`config.mk`:
```
export PLATFORM = sky130hd
export DESIGN_NAME = fruit_blitter
export DESIGN_NICKNAME = d
export VERILOG_FILES = /design/src/rtl/fruit_blitter.sv
export SDC_FILE = /design/constraint.sdc
export NUM_CORES = 1
export LEC_CHECK = 0
export BUFFER_PORTS_ARGS = -buffer_cell sky130_fd_sc_hd__buf_2
export CAP_MARGIN = 20
export CORE_MARGIN = 10
export CORE_UTILIZATION = 56
export CTS_CLUSTER_SIZE = 10
export DETAILED_ROUTE_END_ITERATION = 12
export PLACE_DENSITY = 0.88
export SETUP_SLACK_MARGIN = 0.05
export SLEW_MARGIN = 20
export SYNTH_ARGS = -nofsm -noshare
export SYNTH_HDL_FRONTEND = slang
export SYNTH_SLANG_ARGS = --single-unit
```
`constraint.sdc`:
```
create_clock -name Clk -period 4.5 [get_ports Clk]
set_input_delay 0.9 -clock Clk [delete_from_list [all_inputs] [get_ports Clk]]
set_output_delay 0.9 -clock Clk [all_outputs]
set_load 0.05 [all_outputs]
```
`src/rtl/fruit_blitter.sv`:
```
`default_nettype none
// ============================================================================
// fruit_blitter -- raster-scans one sprite through the ROM lookup port and
// streams visible, non-transparent pixels to the frame buffer.
// Revision 1.0
// ============================================================================
module fruit_blitter #(
  parameter int                  FB_DATAW    = 16,
  parameter int                  FRUIT_W     = 32,
  parameter int                  FRUIT_H     = 32,
  parameter int                  FRUIT_SIZE  = FRUIT_W * FRUIT_H,
  parameter int                  FRUIT_DEPTH = $clog2(FRUIT_SIZE),
  parameter int                  type_index  = 2,
  parameter int                  SCREEN_W    = 640,
  parameter int                  SCREEN_H    = 480,
  parameter int                  X_W         = 10,
  parameter int                  Y_W         = 9,
  parameter int                  FB_ADDRW    = 19,
  parameter logic [FB_DATAW-1:0] TRANSPARENT = '0
) (
  input  logic                   Clk,
  input  logic                   Reset,
  input  logic                   start,
  input  logic [X_W-1:0]         pos_x,
  input  logic [Y_W-1:0]         pos_y,
  input  logic [type_index-1:0]  sprite_type,
  output logic                   busy,
  output logic                   done,
  output logic                   print_true,
  output logic [type_index-1:0]  current_type,
  output logic [FRUIT_DEPTH-1:0] current_figure_index,
  input  logic [FB_DATAW-1:0]    color,
  output logic                   fb_we,
  output logic [FB_ADDRW-1:0]    fb_addr,
  output logic [FB_DATAW-1:0]    fb_wdata,
  input  logic                   fb_ready
);

  localparam int COL_W = (FRUIT_W > 1) ? $clog2(FRUIT_W) : 1;
  localparam int ROW_W = (FRUIT_H > 1) ? $clog2(FRUIT_H) : 1;

  localparam logic [1:0] S_IDLE  = 2'd0;
  localparam logic [1:0] S_SCAN  = 2'd1;
  localparam logic [1:0] S_DRAIN = 2'd2;
  localparam logic [1:0] S_DONE  = 2'd3;

  logic [1:0]            state_q, state_d;
  logic [X_W-1:0]        pos_x_q, pos_x_d;
  logic [Y_W-1:0]        pos_y_q, pos_y_d;
  logic [type_index-1:0] type_q, type_d;
  logic [COL_W-1:0]      col_q, col_d;
  logic [ROW_W-1:0]      row_q, row_d;
  logic                  we_q, we_d;
  logic [FB_ADDRW-1:0]   addr_q, addr_d;
  logic [FB_DATAW-1:0]   wdata_q, wdata_d;

  logic                  stall;
  logic                  last_col;
  logic                  last_pix;
  logic                  keep;
  logic [X_W:0]          sum_x;
  logic [Y_W:0]          sum_y;
  logic [FB_ADDRW-1:0]   pix_addr;
  logic [FRUIT_DEPTH-1:0] scan_idx;

  // Stage 0: one extra bit on each coordinate sum so clipping never wraps.
  assign sum_x    = {1'b0, pos_x_q} + (X_W+1)'(col_q);
  assign sum_y    = {1'b0, pos_y_q} + (Y_W+1)'(row_q);
  assign keep     = (color != TRANSPARENT)
                 && (sum_x < (X_W+1)'(SCREEN_W))
                 && (sum_y < (Y_W+1)'(SCREEN_H));
  assign pix_addr = FB_ADDRW'(sum_y) * FB_ADDRW'(SCREEN_W) + FB_ADDRW'(sum_x);
  assign scan_idx = FRUIT_DEPTH'(row_q) * FRUIT_DEPTH'(FRUIT_W) + FRUIT_DEPTH'(col_q);

  assign stall    = we_q && !fb_ready;
  assign last_col = (col_q == COL_W'(FRUIT_W - 1));
  assign last_pix = last_col && (row_q == ROW_W'(FRUIT_H - 1));

  always_ff @(posedge Clk) begin
    if (!Reset) begin
      state_q <= S_IDLE;
    end else begin
      state_q <= state_d;
    end
  end

  always_comb begin
    state_d = state_q;
    case (state_q)
      S_IDLE:  if (start) state_d = S_SCAN;
      S_SCAN:  if (!stall && last_pix) state_d = S_DRAIN;
      S_DRAIN: if (!stall) state_d = S_DONE;
      S_DONE:  state_d = S_IDLE;
      default: state_d = S_IDLE;
    endcase
  end

  always_comb begin
    busy                 = (state_q != S_IDLE);
    done                 = (state_q == S_DONE);
    print_true           = (state_q == S_SCAN);
    current_figure_index = (state_q == S_SCAN) ? scan_idx : '0;
  end

  always_comb begin
    pos_x_d = pos_x_q;
    pos_y_d = pos_y_q;
    type_d  = type_q;
    col_d   = col_q;
    row_d   = row_q;
    we_d    = we_q;
    addr_d  = addr_q;
    wdata_d = wdata_q;
    case (state_q)
      S_IDLE: begin
        if (start) begin
          pos_x_d = pos_x;
          pos_y_d = pos_y;
          type_d  = sprite_type;
          col_d   = '0;
          row_d   = '0;
        end
      end
      S_SCAN: begin
        if (!stall) begin
          we_d = keep;
          if (keep) begin
            addr_d  = pix_addr;
            wdata_d = color;
          end
          if (last_col) begin
            col_d = '0;
            row_d = last_pix ? '0 : row_q + ROW_W'(1);
          end else begin
            col_d = col_q + COL_W'(1);
          end
        end
      end
      S_DRAIN: begin
        if (!stall) we_d = 1'b0;
      end
      default: ;
    endcase
  end

  always_ff @(posedge Clk) begin
    if (!Reset) begin
      pos_x_q <= '0;
      pos_y_q <= '0;
      type_q  <= '0;
      col_q   <= '0;
      row_q   <= '0;
      we_q    <= 1'b0;
      addr_q  <= '0;
      wdata_q <= '0;
    end else begin
      pos_x_q <= pos_x_d;
      pos_y_q <= pos_y_d;
      type_q  <= type_d;
      col_q   <= col_d;
      row_q   <= row_d;
      we_q    <= we_d;
      addr_q  <= addr_d;
      wdata_q <= wdata_d;
    end
  end

  assign current_type = type_q;
  assign fb_we        = we_q;
  assign fb_addr      = addr_q;
  assign fb_wdata     = wdata_q;

endmodule
`default_nettype wire

```
==> impl_metrics.tcl, run 1 <==
set metrics [dict create \
    num_io_pins 92 \
    top_layer "met4" \
    tightest_slew_ns 0.8596 \
    hold_violations 0 \
    grt_pass1_wl_mm 19.95 \
    synth_top_area_cell "dfxtp_1" \
    rr_worst_depth 15 \
    place.gp.congestion 0.8846 \
    r2r_start "row_q[0]" \
    setup_slack_ns 0.2492 \
    setup_viol 0 \
    clk_pin_slew_worst_paths_ns 0.08 \
    gr-total-overflow 0 \
    viasPerCell 6.103 \
    grt_max_degree 66 \
    worst_setup_path_start_kind "flip-flop" \
    status "completed" \
    place_area_um2 4917 \
    fmax_mhz 235.3 \
    synth_cells 536 \
    whs_endpoint "current_type[1]" \
    timing.hold.ws_ns 0.4612 \
    layout-drive-gt1-share_pct 21.97 \
    wl_per_cell_um 16.90 \
    drc_errors 0 \
    drv_cap 0 \
    leakagePower_nw 2.288 \
    async_reset_ff_share_pct 0 \
    arrival_ns 4.49 \
    clock-root-buffer "clkbuf_8" \
    yosysMostFrequentCell "dfxtp_1" \
    fp.dieH_um 109.1 \
    synth_edf_count 0 \
    io_buffers 91 \
    synth_warnings 0 \
    grt_util_all_layers_pct 20.06 \
    antenna_found_initial 0 \
    post-place-ws_ns 0.08671 \
    synth_area_leaders "dfxtp_1 31%, ha_1 10%, a21oi_1 7.1%" \
    rows 32 \
    drt-total-wl_mm 12.03 \
    seq_area_frac_synth_pct 31.05 \
    hp-start "current_type[1]" \
    final-seq-area_um2 1385 \
    min_period_ns 4.251 \
    start_util_pct 57.58 \
    hold_depth 2 \
    synth.distinct_cells 63 \
    area_delta_synth_final_pct 15.78 \
    drtIter0Drc 229 \
    r2r_slack_ns 0.25 \
    via_count 4345 \
    fin_area_um2 5151 \
    path_max_fanout 6 \
    postRouteAntennaNets 0 \
    fin_nets 687 \
    h-tree-depth 3 \
    first_pass_iters 5 \
    ir_drop_uv 270.8 \
    multi_input_comb_area_um2 2873 \
    grt_pass1_vias 4313 \
    wl_met3_mm 1.022 \
    coreArea_um2 7727 \
    crit_path_end_kind "flip-flop" \
    clock_skew_ns 0.01437 \
    critical_path_required_ns 4.74 \
    drv_slew 0 \
    setup_tns_ns 0 \
    synth_top_area_share_pct 31.05 \
    fin_crit_sh_pct 94.46 \
    clkSinkCount 69 \
    clkLatencyLatePin_ns 0.35 \
    max-clock-path-buffers 2 \
    ys_seq_elements 69 \
    dieArea_um2 11910 \
    num-fill-cells 638 \
    post-dp-hpwl_mm 8.922 \
    chipWidth_um 109.1 \
    syn_avg_cell_area_um2 8.301 \
    drt-met1-wl_mm 5.266 \
    power_density_nw_per_um2 551.6 \
    synth_commonest_cells "69 x dfxtp_1, 63 x a21oi_1, 60 x nand2_1" \
    synth_ff_type "dfxtp_1" \
    cts_inserted_buffers 9 \
    cts_tree "yes" \
    slew_headroom_pct 42.69 \
    rsz0062_at_grt "no" \
    synth_area_um2 4449 \
    antenna_cells 0 \
    syn_nets 618 \
    r2r_end "fb_addr[18]" \
    wl_met2_mm 5.498 \
    worstHoldPathType "flip-flop to flip-flop" \
    worstSetupPathType "flip-flop to flip-flop" \
]
## cell usage in the layout (no fill, tap or decap), types with 5 or more instances in the layout
cell type / netlist / final
inv_1: 19 / 18
a21o_1: 7 / 7
a21oi_1: 63 / 63
ha_1: 37 / 35
o21ai_0: 13 / 12
xor2_1: 11 / 11
xnor2_1: 17 / 17
nand3_1: 7 / 7
dfxtp_1: 69 / 68
o31ai_1: 27 / 27
clkbuf_8: 0 / 10
a31oi_1: 10 / 10
and2_1: 10 / 10
a211oi_1: 9 / 9
nand4_1: 31 / 31
nand2b_1: 5 / 5
nand2_1: 60 / 60
nor3_1: 7 / 7
buf_2: 13 / 91
nor2_1: 26 / 26
## area by class of cell
class                           count  area share [%]
Timing Repair Buffer               95           9.424
Clock inverter                      6           1.360
Clock buffer                       10           2.672
Inverter                           19           1.409
Tap cell                          102           2.478
Multi-Input combinational cell    411           55.77
Sequential cell                    69           26.89
## routing by layer
layer  GRT usage [%]  vias up
li1                -     2100
met1           24.46     2038
met2           33.89      181
met3           4.425       26
met4           7.250        0
met5               0        -
## logic make-up after synthesis
family                     synth area share (%)
and+or+nand+nor                           19.94
AOI/OAI and AO/OA                         24.83
DFF                                       31.05
buffers and inverters                     5.286
adders and majority gates                 12.20
xor gates and xnor gates                  6.018
muxes                                    0.6749
## report_power, final
part           internal [mW]  leakage (nW)  switching [mW]
clock network          0.275        0.0955           0.255
logic                  0.442          1.63            1.00
registers              0.756         0.564           0.112
## through the flow
step,std cells,power (mW),util (%)
floorplan,536,1.976,-
CTS,712,2.825,66.34
detailed placement,696,2.298,63.63
finish,712,2.842,66.66
global route,712,3.015,66.66
global placement,696,2.250,63.62
## how the worst max path moves through the flow
stage	start	end	slack [ns]	cells after the start
CTS	row_q[0]	fb_addr[18]	0.12	16
global route	row_q[0]	fb_addr[18]	0.02	15
global placement	row_q[0]	fb_addr[18]	0.29	16
finish	row_q[0]	fb_addr[18]	0.25	15
floorplan	row_q[0]	fb_addr[18]	0.43	16
detailed placement	row_q[0]	fb_addr[18]	0.09	16
## critical path, stage by stage, from the launching register on
cell,delay (ns)
dfxtp_4,0.38
ha_2,0.20
inv_1,0.06
fa_2,0.37
nor2b_4,0.15
o31a_1,0.22
a21oi_1,0.09
ha_1,0.35
ha_1,0.34
a211oi_1,0.30
o21ai_0,0.22
a221oi_1,0.54
nand4b_1,0.22
nand2b_1,0.21
a211o_1,0.26
a311oi_2,0.25
## timing repair
action / CTS / global route
setup buffers: 0 / 0
hold buffers: 0 / 0
gates resized for setup: 1 / 7
pin swaps: 0 / 3
endpoints found under the setup margin: 1 / 2
## sequential cells by signal (all words and copies together), names as in the netlist
signal	count
fb_addr	19
fb_wdata	16
pos_x_q	10
pos_y_q	9
col_q	5
row_q	5
current_type	2
state_q	2
fb_we	1
(Power assumes the default switching activity.)
==> run 2, diff against run 1 <==
--- a/config.mk
+++ b/config.mk
@@ -8,10 +8,10 @@
 export BUFFER_PORTS_ARGS = -buffer_cell sky130_fd_sc_hd__buf_2
 export CAP_MARGIN = 20
 export CORE_MARGIN = 10
-export CORE_UTILIZATION = 56
-export CTS_CLUSTER_SIZE = 10
+export CORE_UTILIZATION = 30
+export CTS_CLUSTER_DIAMETER = 120
 export DETAILED_ROUTE_END_ITERATION = 12
-export PLACE_DENSITY = 0.88
+export PLACE_DENSITY = 0.56
 export SETUP_SLACK_MARGIN = 0.05
 export SLEW_MARGIN = 20
 export SYNTH_ARGS = -nofsm -noshare
==> impl_metrics.tcl, run 2 (same netlist as run 1, synthesis figures left out) <==
set metrics [dict create \
    utilization_pct 37.04 \
    status "completed" \
    drv_cap 0 \
    clock-root-buffer "clkbuf_16" \
    io_buffers 91 \
    cp_slowest_cell "fa_2" \
    chipWidth_um 141.8 \
    dieArea_um2 20100 \
    crit_path_max_incr_delay_ns 0.43 \
    cts_tree "yes" \
    crit_path_end_kind "flip-flop" \
    critical_path_required_ns 4.73 \
    via_count 4173 \
    cts-resized-gates 0 \
    setup_slack_ns 0.2825 \
    rows 44 \
    post_cts_buffers 0 \
    worstSetupPathType "flip-flop to flip-flop" \
    ir_drop_uv 200.1 \
    cts_inserted_buffers 9 \
    fin_area_um2 5383 \
    fmax_mhz 237.1 \
    rsz0062_at_grt "no" \
    antenna_found_initial 0 \
    placed_cells 780 \
    num-fill-cells 1522 \
    clock_skew_ns 0.003836 \
    grt_pass1_vias 4123 \
    final-seq-area_um2 1383 \
    timing.hold.ws_ns 0.4526 \
    h-tree-depth 3 \
    coreArea_um2 14530 \
    mostFrequentLayoutCells "91 x buf_2, 68 x dfxtp_1, 63 x a21oi_1, 60 x nand2_1, 35 x ha_1" \
    setup_viol 0 \
    hold_depth 2 \
    clkSinkCount 69 \
    setup_tns_ns 0 \
    path_max_fanout 6 \
    wl_per_cell_um 15.82 \
    postRouteAntennaNets 0 \
    layoutNonFillerInstCount 796 \
    first_pass_iters 4 \
    crit_chain "ha_2 -> inv_1 -> fa_2 -> nor2b_4 -> o31a_1 -> a21oi_1 -> ha_1 -> fa_2 -> a211o_1 -> a2111o_1 -> a21oi_1 -> a31oi_1 -> or3_1 -> a211o_1 -> a311oi_2" \
    viasPerCell 5.242 \
    drc_errors 0 \
    area_delta_synth_final_pct 20.98 \
    place_area_um2 5034 \
    drt-total-wl_mm 12.59 \
    critPathTopFamily "compound AO/OA/AOI/OAI gates" \
    drv_slew 0 \
    slew_headroom_pct 38.53 \
    min_period_ns 4.218 \
    max-clock-path-buffers 2 \
    multi_input_comb_area_um2 2870 \
    arrival_ns 4.44 \
    place.gp.congestion 0.8416 \
    grt_max_degree 66 \
    holdBufCountCts 0 \
    grt_util_all_layers_pct 12.44 \
    cp.buffers_inverters 1 \
    post-dp-hpwl_mm 9.512 \
    post-place-ws_ns 0.1082 \
    fin_nets 689 \
    largest_reg_flops 19 \
    fp.dieH_um 141.8 \
    worstHoldPathType "flip-flop to flip-flop" \
    leakagePower_nw 2.364 \
    worst_setup_path_start_kind "flip-flop" \
    drtIter0Drc 340 \
    clk_pin_slew_worst_paths_ns 0.06 \
    num_io_pins 92 \
    cp.depth 15 \
    power.total_mw 3.099 \
    clkLatencyLatePin_ns 0.33 \
    layout-drive-gt1-share_pct 21.90 \
    rr_worst_depth 15 \
    hold_violations 0 \
    gr-total-overflow 0 \
    tightest_slew_ns 0.9220 \
    layout_commonest_cell "buf_2" \
    grt_pass1_wl_mm 20.84 \
    start_util_pct 30.61 \
    power_density_nw_per_um2 575.7 \
    fin_crit_sh_pct 93.72 \
    antenna_cells 0 \
]
-- run 2: layout make-up --
cell class	count	area share, %
Clock inverter	4	1.302
Clock buffer	12	4.765
Timing Repair Buffer	97	9.298
Sequential cell	69	25.69
Tap cell	184	4.277
Multi-Input combinational cell	411	53.32
Inverter	19	1.348
-- run 2: routing by layer --
layer  up-vias  wire length (um)  global-route usage, %
met5         -                 0                      0
met4         0                63                  3.066
met3         5               790                  4.473
met2        92              5310                  18.25
met1      1970              6428                  16.86
li1       2106                 -                      -
-- run 2: worst min-delay path: stages, from the launching register on --
cell	delay (ns)
dfxtp_1	0.30
nand2_1	0.05
a21oi_1	0.05
-- run 2: worst paths after layout --
path	from	end	slack, ns
max	row_q[0]	fb_addr[18]	0.28
min	current_type[1]	current_type[1]	0.45
max reg2reg	row_q[0]	fb_addr[18]	0.28
min reg2reg	current_type[1]	current_type[1]	0.45
-- run 2: power breakdown --
group / total (mW) / switching, mW / internal [mW]
Combinational: 1.46 / 1.01 / 0.445
Sequential: 0.867 / 0.111 / 0.756
Clock: 0.773 / 0.260 / 0.513
Total: 3.10 / 1.38 / 1.72
